## config.mk

```make
export PLATFORM = sky130hd
export DESIGN_NAME = instruction_fetch
export DESIGN_NICKNAME = d
export VERILOG_FILES = /design/src/rtl/instruction_fetch.sv
export SDC_FILE = /design/constraint.sdc
export NUM_CORES = 1
export LEC_CHECK = 0
export CAP_MARGIN = 20
export CORE_MARGIN = 4
export CORE_UTILIZATION = 45
export DETAILED_ROUTE_END_ITERATION = 7
export HOLD_SLACK_MARGIN = 0.03
export PLACE_DENSITY = 0.72
export SYNTH_ARGS = -nofsm -noshare
export SYNTH_HDL_FRONTEND = slang
export SYNTH_SLANG_ARGS = --single-unit
```

## constraint.sdc

```tcl
create_clock -name clk -period 3.72 [get_ports clk]
set_input_delay 0.372 -clock clk [delete_from_list [all_inputs] [get_ports clk]]
set_output_delay 0.372 -clock clk [all_outputs]
set_load 0.01 [all_outputs]
```

## src/rtl/instruction_fetch.sv

```systemverilog
`default_nettype none
// ============================================================================
// Module   : instruction_fetch
// Purpose  : Pipeline fetch stage. One outstanding imem read at a time, skid
//            slot for a stalled ID stage, redirect with wrong-path discard.
// Revision : 1.0 - initial release
// ============================================================================
module instruction_fetch #(
    parameter logic [31:0] RESET_PC = 32'h0000_0000
) (
    input  logic        clk,
    input  logic        rst,
    output logic        imem_req,
    output logic [31:0] imem_addr,
    input  logic        imem_ready,
    input  logic        imem_rvalid,
    input  logic [31:0] imem_rdata,
    input  logic        stall,
    input  logic        redirect,
    input  logic [31:0] redirect_pc,
    output logic [31:0] instruction_out,
    output logic [31:0] pc_out,
    output logic        valid_out
);

    localparam logic [1:0] S_FETCH = 2'd0;
    localparam logic [1:0] S_WAIT  = 2'd1;
    localparam logic [1:0] S_HOLD  = 2'd2;
    localparam logic [1:0] S_DRAIN = 2'd3;

    localparam logic [31:0] c_pc_step = 32'd4;

    logic [1:0]  r_state;
    logic [31:0] r_pc;
    logic [31:0] r_req_pc;
    logic [31:0] r_skid_instr;
    logic [31:0] r_skid_pc;
    logic [31:0] r_instr;
    logic [31:0] r_pc_out;
    logic        r_valid;

    logic        w_xfer;
    logic        w_slot_free;
    logic [1:0]  w_unused_lsb;

    assign imem_req        = (r_state == S_FETCH) && !rst;
    assign imem_addr       = r_pc;
    assign w_xfer          = imem_req && imem_ready;
    assign w_slot_free     = !r_valid || !stall;
    assign w_unused_lsb    = redirect_pc[1:0];
    assign instruction_out = r_instr;
    assign pc_out          = r_pc_out;
    assign valid_out       = r_valid;

    always_ff @(posedge clk) begin
        if (rst) begin
            r_state      <= S_FETCH;
            r_pc         <= RESET_PC;
            r_req_pc     <= 32'd0;
            r_skid_instr <= 32'd0;
            r_skid_pc    <= 32'd0;
            r_instr      <= 32'd0;
            r_pc_out     <= 32'd0;
            r_valid      <= 1'b0;
        end else begin
            // A delivery completes on valid && !stall; a new load below overrides this.
            if (r_valid && !stall) begin
                r_valid <= 1'b0;
            end

            if (redirect) begin
                r_pc         <= {redirect_pc[31:2], 2'b00};
                r_valid      <= 1'b0;
                r_skid_instr <= 32'd0;
                r_skid_pc    <= 32'd0;
                case (r_state)
                    S_FETCH: r_state <= w_xfer ? S_DRAIN : S_FETCH;
                    S_WAIT:  r_state <= imem_rvalid ? S_FETCH : S_DRAIN;
                    S_HOLD:  r_state <= S_FETCH;
                    // A response landing now retires the stale request.
                    S_DRAIN: r_state <= imem_rvalid ? S_FETCH : S_DRAIN;
                    default: r_state <= S_FETCH;
                endcase
            end else begin
                case (r_state)
                    S_FETCH: begin
                        if (w_xfer) begin
                            r_req_pc <= r_pc;
                            r_pc     <= r_pc + c_pc_step;
                            r_state  <= S_WAIT;
                        end
                    end
                    S_WAIT: begin
                        if (imem_rvalid) begin
                            if (w_slot_free) begin
                                r_instr  <= imem_rdata;
                                r_pc_out <= r_req_pc;
                                r_valid  <= 1'b1;
                                r_state  <= S_FETCH;
                            end else begin
                                r_skid_instr <= imem_rdata;
                                r_skid_pc    <= r_req_pc;
                                r_state      <= S_HOLD;
                            end
                        end
                    end
                    S_HOLD: begin
                        if (!stall) begin
                            r_instr  <= r_skid_instr;
                            r_pc_out <= r_skid_pc;
                            r_valid  <= 1'b1;
                            r_state  <= S_FETCH;
                        end
                    end
                    S_DRAIN: begin
                        if (imem_rvalid) begin
                            r_state <= S_FETCH;
                        end
                    end
                    default: r_state <= S_FETCH;
                endcase
            end
        end
    end

endmodule
`default_nettype wire
```

==> results of run 1 <==
## through the flow
step                      utilization  setup slack (ps)  power (uW)  hold slack (ps)
after floorplan                     -              1490        2860              436
after global placement          0.560              1170        3350              441
after detailed placement        0.560              1120        3360              446
after CTS                       0.594              1190        5210              360
after global routing            0.594              1020        5400              388
final                           0.594              1180        5160              374
## final timing paths
path | end | depth (start not counted)
worst min-delay path | imem_addr[4] | 2
worst min register to register | r_skid_instr[3] | 2
worst max-delay path | imem_addr[29] | 6
worst max register to register | imem_addr[29] | 6
## state kept, by name, summed over array words and instances, names as in the netlist
name	cells
instruction_out	32
r_skid_instr	32
imem_addr	30
pc_out	30
r_req_pc	30
r_skid_pc	30
r_state	2
valid_out	1
## layout make-up
cell class / instances / area, um2
Fill cell: 1621 / 7070
Multi-Input combinational cell: 683 / 3960
Sequential cell: 187 / 3740
Timing Repair Buffer: 174 / 1720
Clock buffer: 18 / 439
Tap cell: 225 / 282
Clock inverter: 14 / 163
Inverter: 11 / 41.3
## power groups by stage
stage / sequential [uW] / combinational, uW / clock [uW]
floorplan: 2360 / 501 / 0
global placement: 2320 / 1030 / 0
detailed placement: 2320 / 1040 / 0
CTS: 2280 / 1040 / 1890
global route: 2300 / 1130 / 1970
finish: 2280 / 1040 / 1850
## cells by family (layout without fill, tap and decap cells)
group | count (synthesis) | after routing | synth area share
other | 1 | 4 | 0.000467
xor gates and xnor gates | 10 | 10 | 0.0109
AOI/OAI and AO/OA | 221 | 221 | 0.175
and+or+nand+nor | 379 | 379 | 0.212
muxes | 63 | 63 | 0.0786
buffers and inverters | 94 | 217 | 0.0468
DFF | 187 | 187 | 0.466
adders and majority gates | 6 | 6 | 0.00935
## Yosys cell counts, drive strengths merged (8+ instances only)
| cell | count |
|---|---|
| nor2 | 88 |
| or4 | 13 |
| nor3 | 8 |
| mux2i | 63 |
| buf | 18 |
| inv | 11 |
| nand3 | 16 |
| nand4 | 10 |
| nand2 | 202 |
| a311oi | 12 |
| dfxtp | 187 |
| a21oi | 102 |
| clkbuf | 65 |
| a211oi | 74 |
## layer usage
metal	track usage	vias to the layer above
met5	0	-
met4	0.0657	0
met3	0.0408	29
met2	0.339	172
met1	0.286	3342
li1	-	3596
## cell usage in the layout (no fill, tap or decap), types with 4 or more instances in the layout
| master | netlist | routed |
|---|---|---|
| clkdlybuf4s50_1 | 0 | 160 |
| ha_1 | 6 | 5 |
| nand3_1 | 15 | 14 |
| and3_1 | 6 | 5 |
| o211ai_1 | 4 | 4 |
| dfxtp_1 | 187 | 187 |
| nor3_1 | 8 | 8 |
| and4_1 | 6 | 6 |
| inv_1 | 11 | 11 |
| clkinvlp_4 | 0 | 5 |
| nand4_1 | 10 | 10 |
| mux2i_1 | 63 | 63 |
| a21oi_1 | 102 | 102 |
| o31ai_1 | 7 | 7 |
| or4_1 | 12 | 12 |
| or3_1 | 6 | 6 |
| o21ai_0 | 7 | 7 |
| nor4_1 | 4 | 4 |
| a311oi_1 | 12 | 12 |
| conb_1 | 1 | 4 |
| xor2_1 | 7 | 7 |
| nor2_1 | 88 | 88 |
| clkbuf_16 | 0 | 17 |
| nand2_1 | 202 | 202 |
| a211oi_1 | 74 | 74 |
| buf_4 | 4 | 13 |
==> run_results.csv, run 1 <==
group,metric,value,unit
worst_setup_path,crit_arrival,2870,ps
logic_synthesis,postSynthCellCount,961,
worst_setup_path,cp-end-kind,"flop",
cts,cts_tree,"done",
place,gp_congestion,0.824,
worst_setup_path,timing_worst_setup_path_type,"flop to flop",
logic_synthesis,ys_ff_latch,187,
place,dp_cells,1280,
timing,finalSetupViolCount,0,
hold_path,min_from,"rst",
drt,dr_wl_met2,9.93,mm
worst_setup_path,critical_path_required,4060,ps
cells_and_area,final_nets,1150,
timing,skew,8.64,ps
global_routing,grt_pass1_vias,6858,
cells_and_area,final_area,10300,um2
global_routing,antenna_found_initial,0,
timing,rsz0062_at_grt,"no",
floorplan,fp.dieH,142,um
worst_setup_path,critical-path-max-stage-delay,600,ps
outcome,status,"finished, final reports clean",
logic_synthesis,yosysTopAreaCell,"dfxtp_1",
timing,tightest_slew,1100,ps
cts,cts_setup_buffers,0,
cts,clockBufferDepth,2,
flow_run,drv_cap,0,
drt,drt_iter0_markers,452,
cts,hold_buffers,0,
power,power_leakage,0.00329,uW
drt,routedWlPerCell,16.1,um
worst_setup_path,slowest_stage,"or4_4",
timing,hold_viol_final,0,
drt,routed_via_density,5.44,
worst_setup_path,r2r-start,"r_state[0]",
cts,clkTransAtPathRegs,70,ps
worst_setup_path,startpoint_type,"flop",
logic_synthesis,synth_ff_type,"dfxtp_1",
drt,dr.pass1.iters,5,
logic_synthesis,ys_warn_count,0,
global_routing,grt_pass1_wl,34.7,mm
worst_setup_path,crit_start,"r_state[0]",
worst_setup_path,crit_family,"simple AND/OR/NAND/NOR gates",
floorplan,row_count,48,
worst_setup_path,crit_chain,"inv_1 > ha_1 > nand3b_4 > or4_4 > or4_1 > a311oi_1",
timing,maxSlewHeadroom,0.266,
global_routing,grt.total_usage,0.210,
worst_setup_path,critPathBufInv,1,
logic_synthesis,synthArstFlopShare,0,
drt,wl_met1,9.85,mm
drt,vias,7139,
drt,wl_met3,932,um
floorplan,die_x,142,um
worst_setup_path,r2r_slack,1180,ps
power,irDropWorstVdd,0.000377,V
cells_and_area,num_antenna_cells,0,
hold_path,hold_class,"input port to flop",
place,dpl-instance-area,9750,um2
drt,final_antenna_net_count,0,
worst_setup_path,cp_max_fo,12,
global_routing,grt_overflow_total,0,
place,hpwl,13.8,mm
power,p_int,3710,uW
power,p_per_area,499,nW/um2
logic_synthesis,post-synth-top-area-fraction,0.466,
cts,numCtsBuffers,17,
power,pwr-share-clk,0.358,
place,numPortBuffers,161,
cts,clk_latency,430,ps
power,p_sw_frac,0.282,
cells_and_area,syn2layout_area_growth,28.9,%
drt,drc,0,
global_routing,grt_max_degree,65,
timing,min_period,2540,ps
floorplan,pin_count,168,
cells_and_area,drive_above_1_share,0.0506,
floorplan,start_util,0.461,
timing,finalCritPeriodShare,0.682,
logic_synthesis,synth_edf_count,0,
timing,fmax,0.394,GHz
floorplan,core_area,17400,um2
cts,cts_root_buf,"clkbuf_16",
cts,cts_resized,0,
timing,tns,0,ps
logic_synthesis,synth.area.top_cells,"dfxtp_1 (47%), nand2_1 (9.4%), mux2i_1 (7.9%)",
floorplan,dieArea,20000,um2
logic_synthesis,syn_area,8030,um2
cts,clock-sinks,187,
cells_and_area,fin_cells,1312,
power,p_switching,1450,uW
cts,htreeDepth,4,
drt,wl,21.1,mm
drt,dr.max_layer_used,"met4",
logic_synthesis,synth.distinct_cells,52,
logic_synthesis,postSynthAreaPerCell,8.35,um2
power,combPwrFrac,0.200,
timing,final-max-slew-violation-count,0,
logic_synthesis,ys_seq_area_frac,0.466,
power,p_seq_frac,0.441,
No activity file was read; power rests on OpenSTA's default activity.
==> run 2, diff against run 1 <==
Clock period 3.72 ns to 2.7 ns, I/O delays scaled along.
==> run 2 against run 1 <==
Against the previous run:
- final cell count grew 0.69%
- utilization grew 0.51 points
- critical path depth shrank 1
- flip-flop and latch count is the same
- worst hold slack lost 160 ps
- wire length shrank 1.8%
- die area is the same
- via count grew 0.39%
- largest power group unchanged
- highest routed layer unchanged
==> run_results.csv, run 2 (same netlist as run 1, synthesis figures left out) <==
group,metric,value,unit
cts,clkTransAtPathRegs,70,ps
power,p_seq_frac,0.454,
power,p_int,4960,uW
worst_setup_path,startpoint_type,"flop",
drt,dr.pass1.iters,5,
timing,min_period,2340,ps
worst_setup_path,crit_arrival,2070,ps
floorplan,die_x,142,um
cts,cts_setup_buffers,0,
cells_and_area,final_nets,1159,
worst_setup_path,cp_max_fo,7,
power,power_leakage,0.00333,uW
outcome,status,"finished, final reports clean",
cts,hold_buffers,0,
floorplan,dieArea,20000,um2
floorplan,pin_count,168,
drt,routedWlPerCell,15.7,um
global_routing,grt_pass1_vias,6480,
worst_setup_path,crit_chain,"inv_1 > ha_1 > buf_4 > nor2b_1 > clkdlybuf4s50_1",
global_routing,grt_overflow_total,0,
global_routing,grt_max_degree,71,
power,irDropWorstVdd,0.000558,V
drt,dr_wl_met2,9.87,mm
drt,final_antenna_net_count,0,
worst_setup_path,path_depth,5,
timing,skew,10.8,ps
drt,drt_iter0_markers,503,
timing,finalSetupViolCount,0,
drt,wl,20.7,mm
cells_and_area,drive_above_1_share,0.0557,
cts,numCtsBuffers,17,
hold_path,hold_class,"input port to flop",
timing,tns,0,ps
drt,routed_via_density,5.43,
power,p_switching,1940,uW
drt,dr.max_layer_used,"met4",
hold_path,hold_depth,2,
worst_setup_path,timing_worst_setup_path_type,"flop to primary output",
global_routing,grt.total_usage,0.204,
cells_and_area,fin_cells,1321,
worst_setup_path,critical-path-max-stage-delay,570,ps
floorplan,start_util,0.461,
worst_setup_path,reg2reg_depth,6,
drt,wl_met1,9.35,mm
global_routing,grt_pass1_wl,33.6,mm
cts,cts_resized,0,
worst_setup_path,critPathBufInv,3,
worst_setup_path,critical_path_required,2430,ps
global_routing,antenna_found_initial,0,
cells_and_area,final_core_util,0.599,
floorplan,row_count,48,
place,dp_cells,1289,
power,p_per_area,661,nW/um2
cts,cts_tree,"done",
drt,drc,0,
timing,final-max-slew-violation-count,0,
cells_and_area,layout_commonest_cell,"nand2_1",
cts,clockBufferDepth,2,
cts,cts_root_buf,"clkbuf_16",
power,p_sw_frac,0.281,
cts,clk_latency,420,ps
flow_run,drv_cap,0,
power,combPwrFrac,0.210,
timing,fmax,0.427,GHz
cells_and_area,mostFrequentLayoutCells,"nand2_1 (202), dfxtp_1 (187), clkdlybuf4s50_1 (160)",
timing,hold_viol_final,0,
floorplan,core_area,17400,um2
cells_and_area,nFillCells,1552,
cts,clock-sinks,187,
floorplan,fp.dieH,142,um
drt,wl_met3,1.12,mm
worst_setup_path,cp-end-kind,"primary output",
cells_and_area,syn2layout_area_growth,30.0,%
place,hpwl,14.0,mm
cts,htreeDepth,4,
timing,rsz0062_at_grt,"no",
power,pwr-share-clk,0.336,
timing,finalCritPeriodShare,0.867,
place,numPortBuffers,161,
drt,vias,7167,
place,gp_congestion,0.896,
worst_setup_path,crit_family,"buffers and inverters",
cells_and_area,num_antenna_cells,0,
worst_setup_path,slowest_stage,"clkdlybuf4s50_1",
[run 2: cell types whose count changed in the layout (fill, tap and decap cells not counted), sizes merged]
cell      delta
bufinv       -2
clkbuf       +4
inv          -2
clkinv       +2
buf          +9
clkinvlp     -2
[run 2: path summary, 6_finish.rpt]
kind | start | to | slack, ps
worst max register to register | r_state[0] | imem_addr[25] | 430
worst min-delay path | rst | r_req_pc[8] | 220
worst min register to register | r_skid_pc[12] | r_skid_pc[12] | 450
worst max-delay path | r_state[0] | imem_req | 360
[run 2: stage by stage]
step / hold slack (ps) / setup slack, ps / cell area, um2 / total power, uW
floorplan: 396 / 470 / 8040 / 3940
global placement: 441 / 382 / 9890 / 4640
detailed placement: 446 / 311 / 9890 / 4650
CTS: 198 / 322 / 10400 / 6960
global route: 217 / 251 / 10400 / 7220
finish: 216 / 360 / 10400 / 6900
[run 2: area by class of cell]
type	instances	area, um2	area share
well taps	225	282	0.0270
clock buffers	22	464	0.0445
inverters	11	41.3	0.00396
clock inverters	10	83.8	0.00803
flip-flops and latches	187	3740	0.359
multi-input cells	683	3960	0.380
repair buffers	183	1860	0.178
[run 2: power by group through the flow]
stage / Combinational [uW] / Sequential [uW] / Clock (uW)
3_3_place_gp: 1440 / 3190 / 0
3_5_place_dp: 1450 / 3190 / 0
4_1_cts: 1460 / 3130 / 2370
6_report: 1450 / 3130 / 2320
5_1_grt: 1570 / 3160 / 2490
2_1_floorplan: 690 / 3250 / 0
[run 2: routing by layer]
metal	up-vias	GRT usage
met5	-	0
met4	0	0.0727
met3	32	0.0354
li1	3620	-
met2	215	0.326
met1	3300	0.279
==> run 3, diff against run 2 <==
Clock period 2.7 ns to 2.5 ns, I/O delays scaled along.
==> run 3 against run 2 <==
Against the previous run:
- non-clock buffer count grew 4
- final cell count grew 0.15%
- critical path type unchanged
- first-iteration DRC count shrank 16%
- largest power group unchanged
- via count grew 0.68%
- critical endpoint unchanged
==> run_results.csv, run 3 (same netlist as run 1, synthesis figures left out) <==
group,metric,value,unit
outcome,status,"finished, final reports clean",
place,pre_cts_ws,112,ps
timing,skew,10.2,ps
worst_setup_path,slowest_stage,"clkdlybuf4s50_1",
cells_and_area,nFillCells,1586,
cells_and_area,multiInputGateArea,3960,um2
worst_setup_path,critical_path_required,2250,ps
worst_setup_path,critical-path-max-stage-delay,560,ps
drt,drc,0,
cells_and_area,syn2layout_area_growth,30.6,%
worst_setup_path,r2r-start,"r_state[0]",
hold_path,min_from,"rst",
flow_run,drv_cap,0,
cts,hold_buffers,0,
worst_setup_path,r2r_slack,240,ps
timing,worst_slack,208,ps
drt,final_antenna_net_count,0,
place,dpl-instance-area,9920,um2
hold_path,holdPathEnd,"imem_addr[14]",
floorplan,start_util,0.461,
power,p_per_area,724,nW/um2
timing,rsz0062_at_grt,"no",
timing,min_period,2290,ps
timing,finalCritPeriodShare,0.917,
global_routing,antenna_found_initial,0,
worst_setup_path,reg2reg_depth,6,
cts,cts_setup_buffers,0,
place,hpwl,14.1,mm
worst_setup_path,cp_max_fo,7,
worst_setup_path,crit_chain,"inv_1 > ha_1 > buf_4 > nor2b_1 > clkdlybuf4s50_1",
timing,hold_viol_final,0,
cts,clkTransAtPathRegs,70,ps
cts,cts_tree,"done",
drt,routed_via_density,5.45,
global_routing,grt.total_usage,0.209,
drt,routedWlPerCell,15.9,um
drt,drt_iter0_markers,424,
worst_setup_path,crit_arrival,2040,ps
worst_setup_path,startpoint_type,"flop",
cells_and_area,final_area,10500,um2
worst_setup_path,timing_worst_setup_path_type,"flop to primary output",
power,finalPower,7600,uW
cells_and_area,layout_commonest_cell,"nand2_1",
cts,clk_latency,420,ps
global_routing,grt_max_degree,120,
floorplan,pin_count,168,
timing,final-max-slew-violation-count,0,
cells_and_area,seq_area,3740,um2
power,irDropWorstVdd,0.000548,V
floorplan,die_x,142,um
cts,clock-sinks,187,
timing,fmax,0.436,GHz
cells_and_area,final_nets,1163,
floorplan,row_count,48,
floorplan,core_area,17400,um2
cells_and_area,num_antenna_cells,0,
worst_setup_path,reg2reg_to,"imem_addr[25]",
timing,tightest_slew,555,ps
power,power_leakage,0.00337,uW
cells_and_area,drive_above_1_share,0.0592,
drt,vias,7216,
global_routing,grt_pass1_vias,6745,
place,gp_congestion,0.855,
cts,cts_root_buf,"clkbuf_16",
hold_path,hold_class,"input port to flop",
global_routing,grt_overflow_total,0,
drt,dr.pass1.iters,5,
cts,htreeDepth,4,
place,numPortBuffers,161,
cells_and_area,mostFrequentLayoutCells,"nand2_1 (202), dfxtp_1 (187), clkdlybuf4s50_1 (160)",
cts,clockBufferDepth,2,
hold_path,hold_depth,2,
cts,cts_resized,0,
floorplan,fp.dieH,142,um
timing,maxSlewHeadroom,0.630,
timing,finalSetupViolCount,0,
timing,tns,0,ps
drt,wl,21.1,mm
global_routing,grt_pass1_wl,34.4,mm
floorplan,dieArea,20000,um2
worst_setup_path,cp-end-kind,"primary output",
cts,numCtsBuffers,17,
worst_setup_path,crit_start,"r_state[0]",
run 3: final cells by class:
type                       instances  share of cell area
inverter                          11             0.00394
tap                              225              0.0268
sequential                       187               0.357
timing repair buffer             187               0.180
multi-input combinational        683               0.378
clock inverter                    12              0.0131
clock buffer                      18              0.0409
run 3: layer usage:
layer | global-route usage | wire (um) | up-vias
li1 | - | - | 3631
met1 | 0.281 | 9530 | 3374
met2 | 0.343 | 10100 | 185
met3 | 0.0415 | 1050 | 26
met4 | 0.0586 | 409 | 0
met5 | 0 | 0 | -
run 3: power by group:
| group | total, uW | internal, uW | leakage [uW] | switching (uW) |
|---|---|---|---|---|
| logic | 1580 | 809 | 0.00158 | 771 |
| registers | 3380 | 3210 | 0.00152 | 170 |
| clock network | 2640 | 1480 | 0.000274 | 1160 |
| total | 7600 | 5490 | 0.00337 | 2100 |
run 3: critical path, delay by kind of cell, from the launching register on:
kind          cells  cell delay, ps
flops             1             340
fa+ha+maj         1             240
simple gates      1             160
buf+inv           3             880
run 3: stage by stage:
step / util / std cells / hold slack [ps]
2_1_floorplan: - / 964 / 376
3_3_place_gp: 0.570 / 1293 / 441
3_5_place_dp: 0.570 / 1293 / 446
4_1_cts: 0.602 / 1323 / 154
5_1_grt: 0.602 / 1323 / 174
6_report: 0.602 / 1323 / 178
run 3: worst max path at each step:
stage,endpoint,cells after the start
after detailed placement,imem_addr[25],5
after global routing,imem_req,5
after global placement,imem_addr[25],5
after CTS,imem_req,5
final,imem_req,5
after floorplan,imem_addr[29],7
